**src/rtl/keypad_matrix_emulator_if.sv**
```systemverilog
// keypad_matrix_emulator_if: key-code push handshake between a producer and the emulator.
interface keypad_matrix_emulator_if;
  logic [3:0] key_in;
  logic       key_valid;
  logic       key_ready;
  modport master (output key_in, key_valid, input key_ready);
  modport slave (input key_in, key_valid, output key_ready);
endinterface

```
**src/rtl/keypad_matrix_emulator.sv**
```systemverilog
// keypad_matrix_emulator: plays queued key codes onto 4x4 row/col lines with bounce, hold and release gap.
module keypad_matrix_emulator #(
  parameter int BOUNCE_CYCLES = 4,
  parameter int PRESS_CYCLES  = 16,
  parameter int GAP_CYCLES    = 8,
  parameter int FIFO_DEPTH    = 4
) (
  input  logic                     clk,
  input  logic                     rst_n,
  keypad_matrix_emulator_if.slave  kif,
  output logic [3:0]               rows,
  output logic [3:0]               cols,
  output logic                     pressed,
  output logic                     busy
);
  localparam int AW = $clog2(FIFO_DEPTH);
  localparam int M1 = BOUNCE_CYCLES > PRESS_CYCLES ? BOUNCE_CYCLES : PRESS_CYCLES;
  localparam int MX = M1 > GAP_CYCLES ? M1 : GAP_CYCLES;
  localparam int CW = $clog2(MX + 1);
  localparam logic [1:0] IDLE = 2'd0, BOUNCE = 2'd1, HOLD = 2'd2, GAP = 2'd3;

  logic [3:0]    mem [FIFO_DEPTH];
  logic [AW-1:0] wp, rp;
  logic [AW:0]   count;
  logic [1:0]    state;
  logic [CW-1:0] cnt;
  logic [3:0]    code;
  logic          push, pop, last, line_on;

  assign kif.key_ready = count != (AW+1)'(FIFO_DEPTH);
  assign push    = kif.key_valid & kif.key_ready;
  assign pop     = state == IDLE && count != '0;
  assign last    = state == BOUNCE ? cnt == CW'(BOUNCE_CYCLES - 1) :
                   state == HOLD   ? cnt == CW'(PRESS_CYCLES - 1) :
                                     cnt == CW'(GAP_CYCLES - 1);
  assign line_on = state == HOLD || (state == BOUNCE && !cnt[0]);
  assign pressed = |rows;
  assign busy    = count != '0 || state != IDLE;

  always_ff @(posedge clk)
    if (push) mem[wp] <= kif.key_in;

  // Lines are registered from the current state, so they trail the FSM by one cycle.
  always_ff @(posedge clk or negedge rst_n) begin
    if (!rst_n) begin
      wp    <= '0;
      rp    <= '0;
      count <= '0;
      state <= IDLE;
      cnt   <= '0;
      code  <= '0;
      rows  <= '0;
      cols  <= '0;
    end else begin
      count <= count + (AW+1)'(push) - (AW+1)'(pop);
      if (push) wp <= wp + 1'b1;
      if (pop) rp <= rp + 1'b1;
      rows <= line_on ? 4'b0001 << code[3:2] : 4'b0000;
      cols <= line_on ? 4'b0001 << code[1:0] : 4'b0000;
      if (state == IDLE) begin
        if (pop) begin
          code  <= mem[rp];
          cnt   <= '0;
          state <= BOUNCE_CYCLES == 0 ? HOLD : BOUNCE;
        end
      end else begin
        cnt <= last ? '0 : cnt + 1'b1;
        if (last) state <= state == GAP ? IDLE : state + 2'd1;
      end
    end
  end
endmodule

```
**src/flat_wrapper.sv**
```systemverilog
// flat-port wrapper written by rule: the top's interface ports become plain ports
module keypad_matrix_emulator_flat 
#(
  parameter int BOUNCE_CYCLES = 4,
  parameter int PRESS_CYCLES  = 16,
  parameter int GAP_CYCLES    = 8,
  parameter int FIFO_DEPTH    = 4
)
  (clk, rst_n, rows, cols, pressed, busy, kif_key_in, kif_key_valid, kif_key_ready);
  keypad_matrix_emulator_if kif_i ();
  input  logic clk;
  input  logic rst_n;
  output logic [3:0] rows;
  output logic [3:0] cols;
  output logic pressed;
  output logic busy;
  input wire logic [$bits(kif_i.key_in)-1:0] kif_key_in;
  input wire logic [$bits(kif_i.key_valid)-1:0] kif_key_valid;
  output wire logic [$bits(kif_i.key_ready)-1:0] kif_key_ready;
  assign kif_i.key_in = kif_key_in;
  assign kif_i.key_valid = kif_key_valid;
  assign kif_key_ready = kif_i.key_ready;
  keypad_matrix_emulator #(.BOUNCE_CYCLES(BOUNCE_CYCLES), .PRESS_CYCLES(PRESS_CYCLES), .GAP_CYCLES(GAP_CYCLES), .FIFO_DEPTH(FIFO_DEPTH)) u_core (.clk(clk), .rst_n(rst_n), .kif(kif_i), .rows(rows), .cols(cols), .pressed(pressed), .busy(busy));
endmodule
```
**config.mk**
```make
export PLATFORM = sky130hd
export DESIGN_NAME = keypad_matrix_emulator_flat
export DESIGN_NICKNAME = d
export VERILOG_FILES = /design/src/rtl/keypad_matrix_emulator_if.sv /design/src/rtl/keypad_matrix_emulator.sv /design/src/flat_wrapper.sv
export SDC_FILE = /design/constraint.sdc
export NUM_CORES = 1
export LEC_CHECK = 0
export BUFFER_PORTS_ARGS = -buffer_cell sky130_fd_sc_hd__buf_4
export CORE_AREA = 3 3 65 73
export DETAILED_ROUTE_END_ITERATION = 6
export DIE_AREA = 0 0 68 76
export GPL_TIMING_DRIVEN = 0
export MAX_ROUTING_LAYER = met4
export SKIP_CTS_REPAIR_TIMING = 1
export SYNTH_ARGS = -nofsm -noshare
export SYNTH_HDL_FRONTEND = slang
export SYNTH_SLANG_ARGS = --single-unit
```
**constraint.sdc**
```tcl
create_clock -name clk -period 2.85 [get_ports clk]
set_input_delay 0.1425 -clock clk [delete_from_list [all_inputs] [get_ports clk]]
set_output_delay 0.1425 -clock clk [all_outputs]
set_load 0.02 [all_outputs]
```
==> impl_metrics.yaml <==
worst_setup_path:
  crit_path_start: "u_core.state[0]$_DFFE_PN0P_"
  slowest_delay_ps: 400
  cpMostUsedCell: "inv_1"
  start_kind: "register"
  critPathKind: "register to register"
  end_kind: "register"
  slowest_stage: "dfrtp_1"
  required_ps: 3070
  crit_arrival_ps: 2810
  cp_max_fo: 10
  path_buf_inv: 5
  cpLargestDelayFamily: "adder cells"
  crit_path_cell_trace: "inv_1 > ha_1 > buf_2 > o31ai_4 > inv_1 > ha_1 > inv_1 > ha_1 > inv_1 > fa_1 > xnor2_1 > xnor2_1"
  r2r_start: "u_core.state[0]$_DFFE_PN0P_"
sta:
  maxSlewViolCount: 0
  timing.final.crit_share_pct: 90.6
  setup_violations: 0
  finalClockSkew_ps: 7.10
  max_freq_ghz: 0.387
  worstMarginPinSlew_ps: 592
  tns_ps: 0
  hold_violations: 0
  min_period_ps: 2580
  rsz0062_at_grt: "no"
  relSlewSlack_pct: 60.4
global_routing:
  gr-total-overflow: 0
  grt_max_degree: 27
  grt_pass1_wl_um: 4920
  antenna_found_initial: 0
  grt_pass1_vias: 1102
  grt.total_usage_pct: 13.2
finish:
  final_cells: 222
  area_delta_synth_final_pct: 15.1
  diodes: 0
  fillers: 359
  final_common_cell: "dfrtp_1"
  seqCellArea_um2: 1130
  multiInputGateArea_um2: 713
  final_cell_mix: "26 x dfrtp_1, 17 x buf_4, 16 x edfxtp_1, 15 x nand2_1, 13 x inv_1"
  fin_nets: 188
  drive_gt1_share_pct: 20.6
yosys:
  ys.flop_type: "dfrtp_1"
  yosysWarnings: 0
  syn_area_per_cell_um2: 13.3
  synth_seq_cells: 42
  seq_area_frac_synth_pct: 59.3
  synth-edff-count: 16
  synthArstFlopShare_pct: 61.9
  synth_area_um2: 1910
  yosys.area.top_type: "dfrtp_1"
  yosysUniqueCellTypes: 33
  synth_area_leaders: "dfrtp_1 34%, edfxtp_1 25%, ha_1 7.2%"
  synthCells: 144
  synth_top_cell_area_share_pct: 34.1
  synth_fp_nets: 163
route:
  via_count: 1140
  drt_iter0_markers: 32
  wire_per_inst_um: 12.8
  viasPerCell: 5.14
  postRouteAntennaNets: 0
  remaining_drc_errors: 0
  routed_wl_um: 2850
  first_pass_iters: 4
clocking:
  cts_root_buffer: "clkbuf_8"
  cts_buffer_depth: 2
  cts_tree: "built"
  cts_buffers: 5
  path_clk_slew_ps: 80
  clkLatencyLatePin_ps: 290
  cts-htree-levels: 2
  clock-sinks: 42
floorplanning:
  die-area_um2: 5170
  die-width_um: 68
  fp.dieH_um: 76
  rows: 24
  core_area_um2: 4020
  initial_core_util_pct: 47.4
  pin_count: 18
power_and_ir_drop:
  power_density_nw_per_um2: 1050
  power_leakage_uw: 0.000970
  ir_drop_mv: 0.482
placed_design:
  place_congestion: 0.758
  place_hpwl_um: 2070
  dp_cells: 213
  port_buffers: 17
run:
  drv_cap: 0
worst_hold_path:
  min_path_type: "input port to register"
  min_from: "kif_key_in[0]"
run_status:
  status: "finished clean"
==> where the power goes <==
part / switching (uW) / total (uW) / internal [uW] / leakage, uW
clock: 194 / 367 / 173 / 0.0000432
sequential: 164 / 1010 / 841 / 0.000474
combinational: 508 / 938 / 430 / 0.000452
==> flip-flops by register name, summed over array words and instances (netlist names) <==
signal and cells:
u_core.mem 16, u_core.cnt 5, u_core.code 4, u_core.cols 4
u_core.rows 4, u_core.count 3, u_core.rp 2, u_core.state 2
u_core.wp 2
==> worst register-to-register path: cells and delay by family (launching register included) <==
| kind | cells | cell delay [ps] |
|---|---|---|
| fa+ha+maj | 4 | 950 |
| buf+inv | 5 | 680 |
| flops | 1 | 400 |
| xor+xnor | 2 | 340 |
| compound gates | 1 | 160 |
==> area by class of cell <==
class | instances | share of cell area [%]
Clock buffer | 6 | 3.30
Clock inverter | 2 | 0.570
Tap cell | 52 | 2.96
Sequential cell | 42 | 51.5
Inverter | 13 | 2.22
Multi-Input combinational cell | 86 | 32.5
Buffer | 3 | 0.684
Timing Repair Buffer | 18 | 6.27
==> synth_stat cells (2+ instances only) <==
master    count
dfrtp_1      26
edfxtp_1     16
nand2_1      15
inv_1        13
ha_1         11
nor2_1        6
xnor2_1       6
nor3b_1       5
o21ai_0       5
and2_1        4
mux4_2        4
a21oi_1       3
a22o_1        3
nor3_1        3
and3b_1       2
and4_1        2
buf_2         2
nand2b_1      2
nor4_1        2
==> layer usage <==
layer / GRT usage (%) / vias to the layer above / routed length, um
met2: 21.1 / 28 / 1440
met4: 4.77 / 0 / 55
li1: - / 553 / -
met5: - / - / 0
met1: 15.0 / 553 / 1210
met3: 4.42 / 6 / 142
==> per-stage QoR <==
stage	setup WS, ps	hold WS, ps	instance area [um^2]	power [uW]	util, %
final	267	45.7	2200	2310	54.6
after global routing	56.4	32.6	2200	2520	54.6
after CTS	233	-252	2190	2350	54.3
after floorplan	524	-153	1910	1700	-
after global placement	314	62.9	2100	1920	52.2
after detailed placement	255	74.3	2100	1970	52.2
==> final timing paths <==
path                                                   end  slack (ps)  cells after the start
worst max register to register   u_core.count[2]$_DFF_PN0_         270                     12
min in group asynchronous        u_core.count[2]$_DFF_PN0_         290                      2
worst min-delay path            u_core.mem[1][0]$_DFFE_PP_          50                      1
max in group asynchronous         u_core.rp[0]$_DFFE_PN0P_        2300                      2
worst min register to register    u_core.cols[1]$_DFF_PN0_         500                      1
worst max-delay path             u_core.count[2]$_DFF_PN0_         270                     12
==> logic make-up (layout without fill, tap and decap cells) <==
family | Yosys count | count (layout) | synth area share [%]
and+or+nand+nor | 46 | 46 | 13.6
AOI/OAI and AO/OA | 15 | 15 | 6.43
muxes | 6 | 6 | 5.90
DFF | 42 | 42 | 59.3
adders and majority gates | 12 | 12 | 8.26
buffers and inverters | 16 | 42 | 3.34
xor gates and xnor gates | 7 | 7 | 3.21
(Power assumes the default switching activity.)
